--- config.mk ---
export PLATFORM = sky130hd
export DESIGN_NAME = ppu_bg_fetcher
export DESIGN_NICKNAME = d
export VERILOG_FILES = /design/src/rtl/ppu_pkg.sv /design/src/rtl/ppu_bg_fetcher_shift.sv /design/src/rtl/ppu_bg_fetcher.sv
export SDC_FILE = /design/constraint.sdc
export NUM_CORES = 1
export LEC_CHECK = 0
export CORE_ASPECT_RATIO = 0.5
export CORE_MARGIN = 8
export CORE_UTILIZATION = 40
export CTS_CLUSTER_DIAMETER = 120
export DETAILED_ROUTE_END_ITERATION = 16
export SETUP_SLACK_MARGIN = 0.1
export SYNTH_ARGS = -nofsm -noshare
export SYNTH_HDL_FRONTEND = slang
export SYNTH_HIERARCHICAL = 1
export SYNTH_SLANG_ARGS = --single-unit
--- constraint.sdc ---
create_clock -name clk -period 4.85 [get_ports clk]
set_input_delay 0.97 -clock clk [delete_from_list [all_inputs] [get_ports clk]]
set_output_delay 0.97 -clock clk [all_outputs]
set_load 0.05 [all_outputs]
--- src/rtl/ppu_pkg.sv ---
// ppu_pkg: shared types and constants for the PPU background fetch path.
// Holds the 8-step fetch phase enum, the VRAM region bases and the
// attribute-quadrant shift helper used by the fetcher.
package ppu_pkg;

  // One tile fetch takes eight clocks: address/data pairs for NT, AT, PT-lo, PT-hi.
  typedef enum logic [2:0] {
    PH_NT_A  = 3'd0,
    PH_NT_D  = 3'd1,
    PH_AT_A  = 3'd2,
    PH_AT_D  = 3'd3,
    PH_PTL_A = 3'd4,
    PH_PTL_D = 3'd5,
    PH_PTH_A = 3'd6,
    PH_PTH_D = 3'd7
  } fetch_phase_t;

  localparam logic [15:0] NT_BASE   = 16'h2000;
  localparam logic [15:0] AT_BASE   = 16'h23C0;
  localparam logic [15:0] PT_HI_OFS = 16'd8;

  // Each attribute byte covers a 4x4 tile block; the 2x2 quadrant picks the bit pair.
  function automatic logic [2:0] at_shift(input logic [4:0] cy, input logic [4:0] cx);
    return {cy[1], cx[1], 1'b0};
  endfunction

endpackage

--- src/rtl/ppu_bg_fetcher_shift.sv ---
// bg_shift_reg: 16-bit pattern lo/hi shift pair for the background pipeline.
// Ports: clk/rst_n, shift_en (shift left by 1), load (replace low byte while
// shifting), lo_in/hi_in (new tile bytes), tap (fine x), bits ({hi,lo} tap output).
module bg_shift_reg (
  input  logic       clk,
  input  logic       rst_n,
  input  logic       shift_en,
  input  logic       load,
  input  logic [7:0] lo_in,
  input  logic [7:0] hi_in,
  input  logic [2:0] tap,
  output logic [1:0] bits
);

  logic [15:0] lo_q;
  logic [15:0] hi_q;
  logic [3:0]  tap_idx;

  always_ff @(posedge clk or negedge rst_n) begin
    if (!rst_n) begin
      lo_q <= '0;
      hi_q <= '0;
    end else if (shift_en) begin
      // A load happens on the same edge as a shift: upper byte takes the
      // shifted bits, the low byte is replaced by the freshly fetched tile.
      if (load) begin
        lo_q <= {lo_q[14:7], lo_in};
        hi_q <= {hi_q[14:7], hi_in};
      end else begin
        lo_q <= {lo_q[14:0], 1'b0};
        hi_q <= {hi_q[14:0], 1'b0};
      end
    end
  end

  assign tap_idx = 4'd15 - {1'b0, tap};
  assign bits    = {hi_q[tap_idx], lo_q[tap_idx]};

endmodule

--- src/rtl/ppu_bg_fetcher.sv ---
// ppu_bg_fetcher: background tile fetcher feeding the PPU pixel mux.
// Ports: render/line control, scroll inputs (coarse/fine x/y, nametable, pattern
// table), registered VRAM read port (vram_addr/vram_rd/vram_data, latency 1),
// and per-clock pixel/palette/pixel_valid output.
module ppu_bg_fetcher
  import ppu_pkg::*;
#(
  parameter int ADDR_W = 16
) (
  input  logic              clk,
  input  logic              rst_n,
  input  logic              render_en,
  input  logic              line_start,
  input  logic [4:0]        coarse_x_init,
  input  logic [4:0]        coarse_y,
  input  logic [2:0]        fine_y,
  input  logic [2:0]        fine_x,
  input  logic [1:0]        nt_sel,
  input  logic              bg_table_sel,
  output logic [ADDR_W-1:0] vram_addr,
  output logic              vram_rd,
  input  logic [7:0]        vram_data,
  output logic [1:0]        pixel,
  output logic [1:0]        palette,
  output logic              pixel_valid
);

  fetch_phase_t phase_q, phase_eff, phase_nxt;

  logic [4:0]  cx_q, cx_eff;
  logic [1:0]  nt_q, nt_eff;
  logic [7:0]  tile_q;
  logic [7:0]  pt_lo_q;
  logic [1:0]  attr_sel_q;
  logic [1:0]  attr_latch_q;
  logic [7:0]  at_lo_q, at_hi_q;
  logic [1:0]  tile_cnt_q;
  logic [ADDR_W-1:0] vram_addr_q;
  logic        vram_rd_q;

  logic        issue;
  logic [15:0] addr_nxt;
  logic [15:0] ptl_addr;
  logic        cap_tile, cap_attr, cap_ptlo, load_tile;

  // The line_start cycle itself acts as phase 0 using the newly loaded column
  // and nametable, so the NT address is issued on that same edge and any
  // in-progress fetch is abandoned.
  assign phase_eff = line_start ? PH_NT_A : phase_q;
  assign cx_eff    = line_start ? coarse_x_init : cx_q;
  assign nt_eff    = line_start ? nt_sel : nt_q;

  // Phase state register.
  always_ff @(posedge clk or negedge rst_n) begin
    if (!rst_n) begin
      phase_q <= PH_NT_A;
    end else begin
      phase_q <= phase_nxt;
    end
  end

  // Next phase: advance only while rendering.
  always_comb begin
    phase_nxt = phase_eff;
    if (render_en) begin
      phase_nxt = fetch_phase_t'(3'(phase_eff + 3'd1));
    end
  end

  assign ptl_addr = {3'b000, bg_table_sel, tile_q, 1'b0, fine_y};

  // Phase decode: which address to issue and which byte to capture.
  always_comb begin
    issue     = 1'b0;
    addr_nxt  = '0;
    cap_tile  = 1'b0;
    cap_attr  = 1'b0;
    cap_ptlo  = 1'b0;
    load_tile = 1'b0;
    if (render_en) begin
      unique case (phase_eff)
        PH_NT_A: begin
          issue    = 1'b1;
          addr_nxt = NT_BASE | {4'b0, nt_eff, 10'b0} | {6'b0, coarse_y, 5'b0}
                     | {11'b0, cx_eff};
        end
        PH_NT_D:  cap_tile = 1'b1;
        PH_AT_A: begin
          issue    = 1'b1;
          addr_nxt = AT_BASE | {4'b0, nt_eff, 10'b0} | {10'b0, coarse_y[4:2], 3'b0}
                     | {13'b0, cx_eff[4:2]};
        end
        PH_AT_D:  cap_attr = 1'b1;
        PH_PTL_A: begin
          issue    = 1'b1;
          addr_nxt = ptl_addr;
        end
        PH_PTL_D: cap_ptlo = 1'b1;
        PH_PTH_A: begin
          issue    = 1'b1;
          addr_nxt = ptl_addr + PT_HI_OFS;
        end
        PH_PTH_D: load_tile = 1'b1;
        default: ;
      endcase
    end
  end

  // Fetch datapath, scroll counters and attribute shifters.
  always_ff @(posedge clk or negedge rst_n) begin
    if (!rst_n) begin
      cx_q         <= '0;
      nt_q         <= '0;
      tile_q       <= '0;
      pt_lo_q      <= '0;
      attr_sel_q   <= '0;
      attr_latch_q <= '0;
      at_lo_q      <= '0;
      at_hi_q      <= '0;
      tile_cnt_q   <= '0;
      vram_addr_q  <= '0;
      vram_rd_q    <= 1'b0;
    end else begin
      if (line_start) begin
        cx_q       <= coarse_x_init;
        nt_q       <= nt_sel;
        tile_cnt_q <= '0;
      end else if (load_tile) begin
        cx_q <= cx_q + 5'd1;
        if (cx_q == 5'd31) begin
          nt_q[0] <= ~nt_q[0];
        end
        if (tile_cnt_q != 2'd2) begin
          tile_cnt_q <= tile_cnt_q + 2'd1;
        end
      end

      if (issue) begin
        vram_addr_q <= ADDR_W'(addr_nxt);
      end
      vram_rd_q <= issue;

      if (cap_tile) begin
        tile_q <= vram_data;
      end
      if (cap_attr) begin
        attr_sel_q <= 2'(vram_data >> at_shift(coarse_y, cx_eff));
      end
      if (cap_ptlo) begin
        pt_lo_q <= vram_data;
      end
      if (load_tile) begin
        attr_latch_q <= attr_sel_q;
      end

      // Attribute shifters refill one bit per clock from the latch, which
      // keeps them aligned with the pattern bits of the same tile.
      if (render_en) begin
        at_lo_q <= {at_lo_q[6:0], attr_latch_q[0]};
        at_hi_q <= {at_hi_q[6:0], attr_latch_q[1]};
      end
    end
  end

  bg_shift_reg u_pat (
    .clk      (clk),
    .rst_n    (rst_n),
    .shift_en (render_en),
    .load     (load_tile),
    .lo_in    (pt_lo_q),
    .hi_in    (vram_data),
    .tap      (fine_x),
    .bits     (pixel)
  );

  assign palette     = {at_hi_q[3'd7 - fine_x], at_lo_q[3'd7 - fine_x]};
  assign pixel_valid = (tile_cnt_q == 2'd2);
  assign vram_addr   = vram_addr_q;
  assign vram_rd     = vram_rd_q;

endmodule

# --- Word-level counts from Yosys, hierarchy flattened ---
# Cells that the tools add are included.
word_totals:
  regBits: 97
  out_inout_bits: 22
  wordCells: 80
op_classes:
  add_sub_neg: 6
  magnitude_cmp: 2
  n_eq_ne: 10
  shift: 1
  muxes: 34
  bitwise_logic: 5
  reduce_logical: 7
ops:
  columns: ["operator", "count"]
  rows:
  - ["one-hot mux 14 bit (4 select lines)", 1]
  - ["2-to-1 mux 1 bit", 17]
  - ["2-to-1 mux 8 bit", 2]
  - ["2-to-1 mux 5 bit", 3]
  - ["adder 13 x 4 -> 14 bit (second input constant)", 1]
  - ["2-to-1 mux 14 bit", 1]
  - ["bitwise OR 14 x 10 -> 14 bit", 1]
  - ["bitwise OR 14 x 3 -> 14 bit", 1]
  - ["bitwise OR 14 x 5 -> 14 bit", 1]
  - ["bitwise OR 14 x 6 -> 14 bit", 1]
  - ["== test 3 bit (second input constant)", 4]
  - ["binary-select mux 1 bit (select 4 bit)", 2]
  - ["2-to-1 mux 2 bit", 4]
  - [">> shifter 8 x 3 -> 2 bit", 1]
  - ["binary-select mux 1 bit (select 3 bit)", 2]
  - ["== test 3 x 2 -> 1 bit (second input constant)", 2]
  - ["2-to-1 mux 3 bit", 2]
  - ["nonzero test 2 bit", 3]
  - ["adder 5 x 1 -> 5 bit (second input constant)", 1]
  - ["== test 5 bit (second input constant)", 1]
  - ["less-than comparator 4 x 5 -> 1 bit (second input constant)", 1]
  - ["less-than comparator 3 x 4 -> 1 bit (second input constant)", 1]
  - ["AND reduction 2 bit", 2]
  - ["OR reduction 4 bit", 1]
  - ["other kinds (9)", 9]

# --- Depth between registers and ports, before layout ---
depth:
  ltp_word: 6
  ltp_mapped: 11

# --- Hierarchy ---
# The synthesis kept the hierarchy.
by_module_without_submodules:
  columns: ["mod", "n_inst", "cells_each", "area_each_um2", "seq_area_each_um2"]
  rows:
  - ["ppu_bg_fetcher", 1, 226, 3006.6, 1576.5]
  - ["bg_shift_reg", 1, 109, 1432.6, 800.8]

# --- Worst setup path after synthesis ---
# No wires, ideal clock.
synth_path:
  kind: "input to output"
  from: "in fine_x[0]"
  to: "out pixel[0]"
  arrival_ns: 1.872
  path_slack_ns: 2.008
  path_stages: 2
  path_buffers: 0
  path_cell_list: "mux4_1 -> mux2_2"
synth_via:
  elab_chain_cells: 3
synth_lines:
  columns: ["element", "line", "source"]
  rows:
  - ["start: declaration", "ppu_bg_fetcher.sv:17", "input logic [2:0] fine_x,"]
  - ["subtractor 4 x 3 -> 4 bit", "ppu_bg_fetcher_shift.sv:36", "assign tap_idx = 4'd15 - {1'b0, tap};"]
  - ["binary-select mux 1 bit (select 4 bit)", "ppu_bg_fetcher_shift.sv:37", "assign bits = {hi_q[tap_idx], lo_q[tap_idx]};"]
  - ["2-to-1 mux 1 bit (implied by the code)", "ppu_bg_fetcher_shift.sv:37", null]
  - ["end: declaration", "ppu_bg_fetcher.sv:23", "output logic [1:0] pixel,"]
# Every way passes these cells. The select of a mux whose other input is x is not followed.

# --- Final worst setup path ---
# Ends and elaborated chain as after synthesis.

==> impl_metrics.yaml <==
run_status:
  status: "completed"
placement:
  gp_congestion: 0.7692
  dpl_cell_area_um2: 5040
  portBuffers: 50
  dp_slack_ps: 523.2
  place_inst: 515
  hpwl_um: 6373
routing:
  viasPerCell: 5.292
  first_iter_violations: 204
  remaining_drc_errors: 0
  firstDrtPassIters: 4
  wl_per_cell_um: 17.15
  routed_wl_um: 9106
  dr_total_vias: 2810
  final_antenna_net_count: 0
clock_tree:
  clock_latency_ps: 340
  h-tree-depth: 3
  hold_buffers: 0
  clkTransAtPathRegs_ps: 60
  clkSinkCount: 95
  numCtsBuffers: 9
  cts_resized: 0
  cts-root-buf: "clkbuf_16"
  clk_path_buf_depth: 2
  tritoncts: "done"
  cts_setup_buffers: 0
sta:
  clock_skew_ps: 6.719
  tns_ps: 0
  hold_viol: 0
  finalCritPeriodShare_pct: 88.29
  setup_viol: 0
  holdWs_ps: 490.0
  fin_ws_ps: 568.1
  clock.fmax_mhz: 233.5
  worst_slew_pin_slew_ps: 801.5
  rsz0062_at_grt: "false"
  timing.slew.headroom_pct: 46.57
  slew_viol_final: 0
  fin_crit_ps: 4282
synth:
  ys.flop_type: "dfrtp_1"
  async_reset_ff_share_pct: 100.0
  avgSynthCellArea_um2: 13.25
  synth_top_area_share_pct: 53.55
  syn_area_um2: 4439
  synth_cells: 335
  synth_area_leaders: "dfrtp_1 54%, mux2_2 11%, mux2i_1 4.1%"
  synth.distinct_cells: 40
  ys_seq_area_share_pct: 53.55
  yosysWarnings: 6
  synth_edf_count: 0
  ys_ff_latch: 95
  yosysTopAreaCell: "dfrtp_1"
run:
  cap_violations: 0
power_and_ir_drop:
  p_per_area_nw_per_um2: 389.5
  power_leakage_nw: 2.266
  vdd_drop_max_mv: 0.1775
global_route:
  grt_pass1_vias: 3088
  grt_usage_pct: 13.02
  antenna_found_initial: 0
  grt.overflow.total: 0
  grt_max_degree: 64
  grt_pass1_wl_um: 15790
floorplan:
  core-area_um2: 10910
  dieWidth_um: 165.0
  die_h_um: 90.49
  placementRows: 27
  ioPinCount: 53
  die_area_um2: 14930
  start_util_pct: 40.68
critical_path:
  cp.required_ps: 3880
  worstReg2RegEnd: "cx_q[3]"
  end_kind: "output pin"
  cp-start-kind: "primary input"
  endpoint: "pixel[0]"
  path_class: "primary input to output pin"
  rr_startpoint: "phase_q[2]"
  arrival_ps: 3310
  r2r_slack_ps: 2400
  crit_fanout: 8
  reg2reg_depth: 8
  cp-startpoint: "fine_x[0]"
final_layout:
  multi_input_area_um2: 1919
  regArea_um2: 2377
  finalInstanceArea_um2: 5349
  stdcell_count: 531
  syn2layout_area_growth_pct: 20.49
  fillCellCount: 971
  drive_gt1_share_pct: 21.76
  final_nets: 421
  n_antenna_cell: 0
min_path:
  hold_path.class: "flop to flop"
## power breakdown
| part | switching [mW] | internal, mW |
|---|---|---|
| clock | 0.300 | 0.415 |
| sequential | 0.0740 | 0.907 |
| combinational | 0.202 | 0.185 |
## how the worst min path moves through the flow
stage / cells past startpoint / slack (ps) / end / start
floorplan: 1 / 450 / tile_q[6] / tile_q[6]
global placement: 1 / 480 / vram_addr[7] / vram_addr[7]
detailed placement: 1 / 470 / vram_addr[6] / vram_addr[6]
CTS: 1 / 500 / vram_addr[7] / vram_addr[7]
global route: 1 / 520 / vram_addr[7] / vram_addr[7]
finish: 1 / 490 / vram_addr[7] / vram_addr[7]
## state kept, by name (all words and copies together) (netlist names)
signal / cells
tile_q: 8
u_pat/hi_q: 16
phase_q: 3
attr_sel_q: 2
cx_q: 5
tile_cnt_q: 2
nt_q: 2
pt_lo_q: 8
vram_addr: 14
attr_latch_q: 2
at_hi_q: 8
vram_rd: 1
u_pat/lo_q: 16
at_lo_q: 8
## layout make-up
| type | instances | share of cell area, % |
|---|---|---|
| repair buffers | 53 | 9.637 |
| flip-flops and latches | 95 | 44.44 |
| inverters | 11 | 0.8655 |
| clock buffers | 10 | 4.468 |
| well taps | 145 | 3.392 |
| clock inverters | 6 | 1.310 |
| multi-input cells | 211 | 35.88 |
## critical path: stages
cell and delay [ps]:
clkdlybuf4s50_1 760, mux4_1 610, mux2_2 270, clkdlybuf4s50_1 700
## kinds of logic after synthesis
family | share of synthesized area [%]
other cells | 0.08447
compound gates | 9.075
mux | 25.37
buf+inv | 3.298
fa+ha+maj | 2.537
simple gates | 5.299
flops | 53.55
xor+xnor | 0.7893
## cells in the final DEF (no fill, tap or decap), drive strengths merged
master,netlist,layout
ha,9,9
clkinv,0,2
o2bb2ai,11,11
a221oi,1,1
mux2i,18,18
clkinvlp,0,3
nand2b,5,5
xor2,1,1
a22o,4,4
xnor2,3,3
or3,3,3
o21a,2,2
a32o,1,1
nand3,5,5
a222oi,3,3
inv,11,11
dfrtp,95,95
a22oi,2,2
and2,1,1
a21oi,19,19
and3,4,4
o21ai,16,16
nand2,9,9
mux4,10,10
o221ai,2,2
nor2,19,19
clkdlybuf4s50,0,48
nand4,1,1
mux2,60,60
conb,1,2
clkbuf,7,10
bufinv,0,1
buf,12,5
## stage by stage
| step | power (mW) | utilization (%) |
|---|---|---|
| 3_5_place_dp | 1.386 | 46.19 |
| 6_report | 2.083 | 49.02 |
| 3_3_place_gp | 1.372 | 46.19 |
| 4_1_cts | 2.110 | 49.02 |
| 2_1_floorplan | 1.237 | - |
| 5_1_grt | 2.195 | 49.02 |
## Yosys cell counts, types with 2 or more instances
cell type / number
nor2_1: 18
a222oi_1: 3
o221ai_1: 2
mux4_2: 6
nand2_1: 8
inv_1: 9
o21a_1: 2
a22oi_1: 2
nand3_1: 4
and3_1: 4
mux2_2: 44
a21oi_1: 19
or3_1: 3
o2bb2ai_1: 11
dfrtp_1: 95
xnor2_1: 3
mux2_1: 8
o21ai_0: 13
a22o_1: 4
o21ai_1: 3
buf_4: 3
clkbuf_1: 7
mux4_1: 4
buf_2: 8
mux2_4: 8
ha_1: 9
nand2b_1: 5
mux2i_1: 18
## routing by layer
layer | track usage, % | up-vias | share of wire (%)
met5 | 0 | - | 0
met4 | 3.875 | 0 | 1.0
met3 | 3.367 | 6 | 4.3
met2 | 19.97 | 55 | 47
met1 | 17.71 | 1437 | 48
li1 | - | 1312 | -
Power figures use the tool's default switching activity.
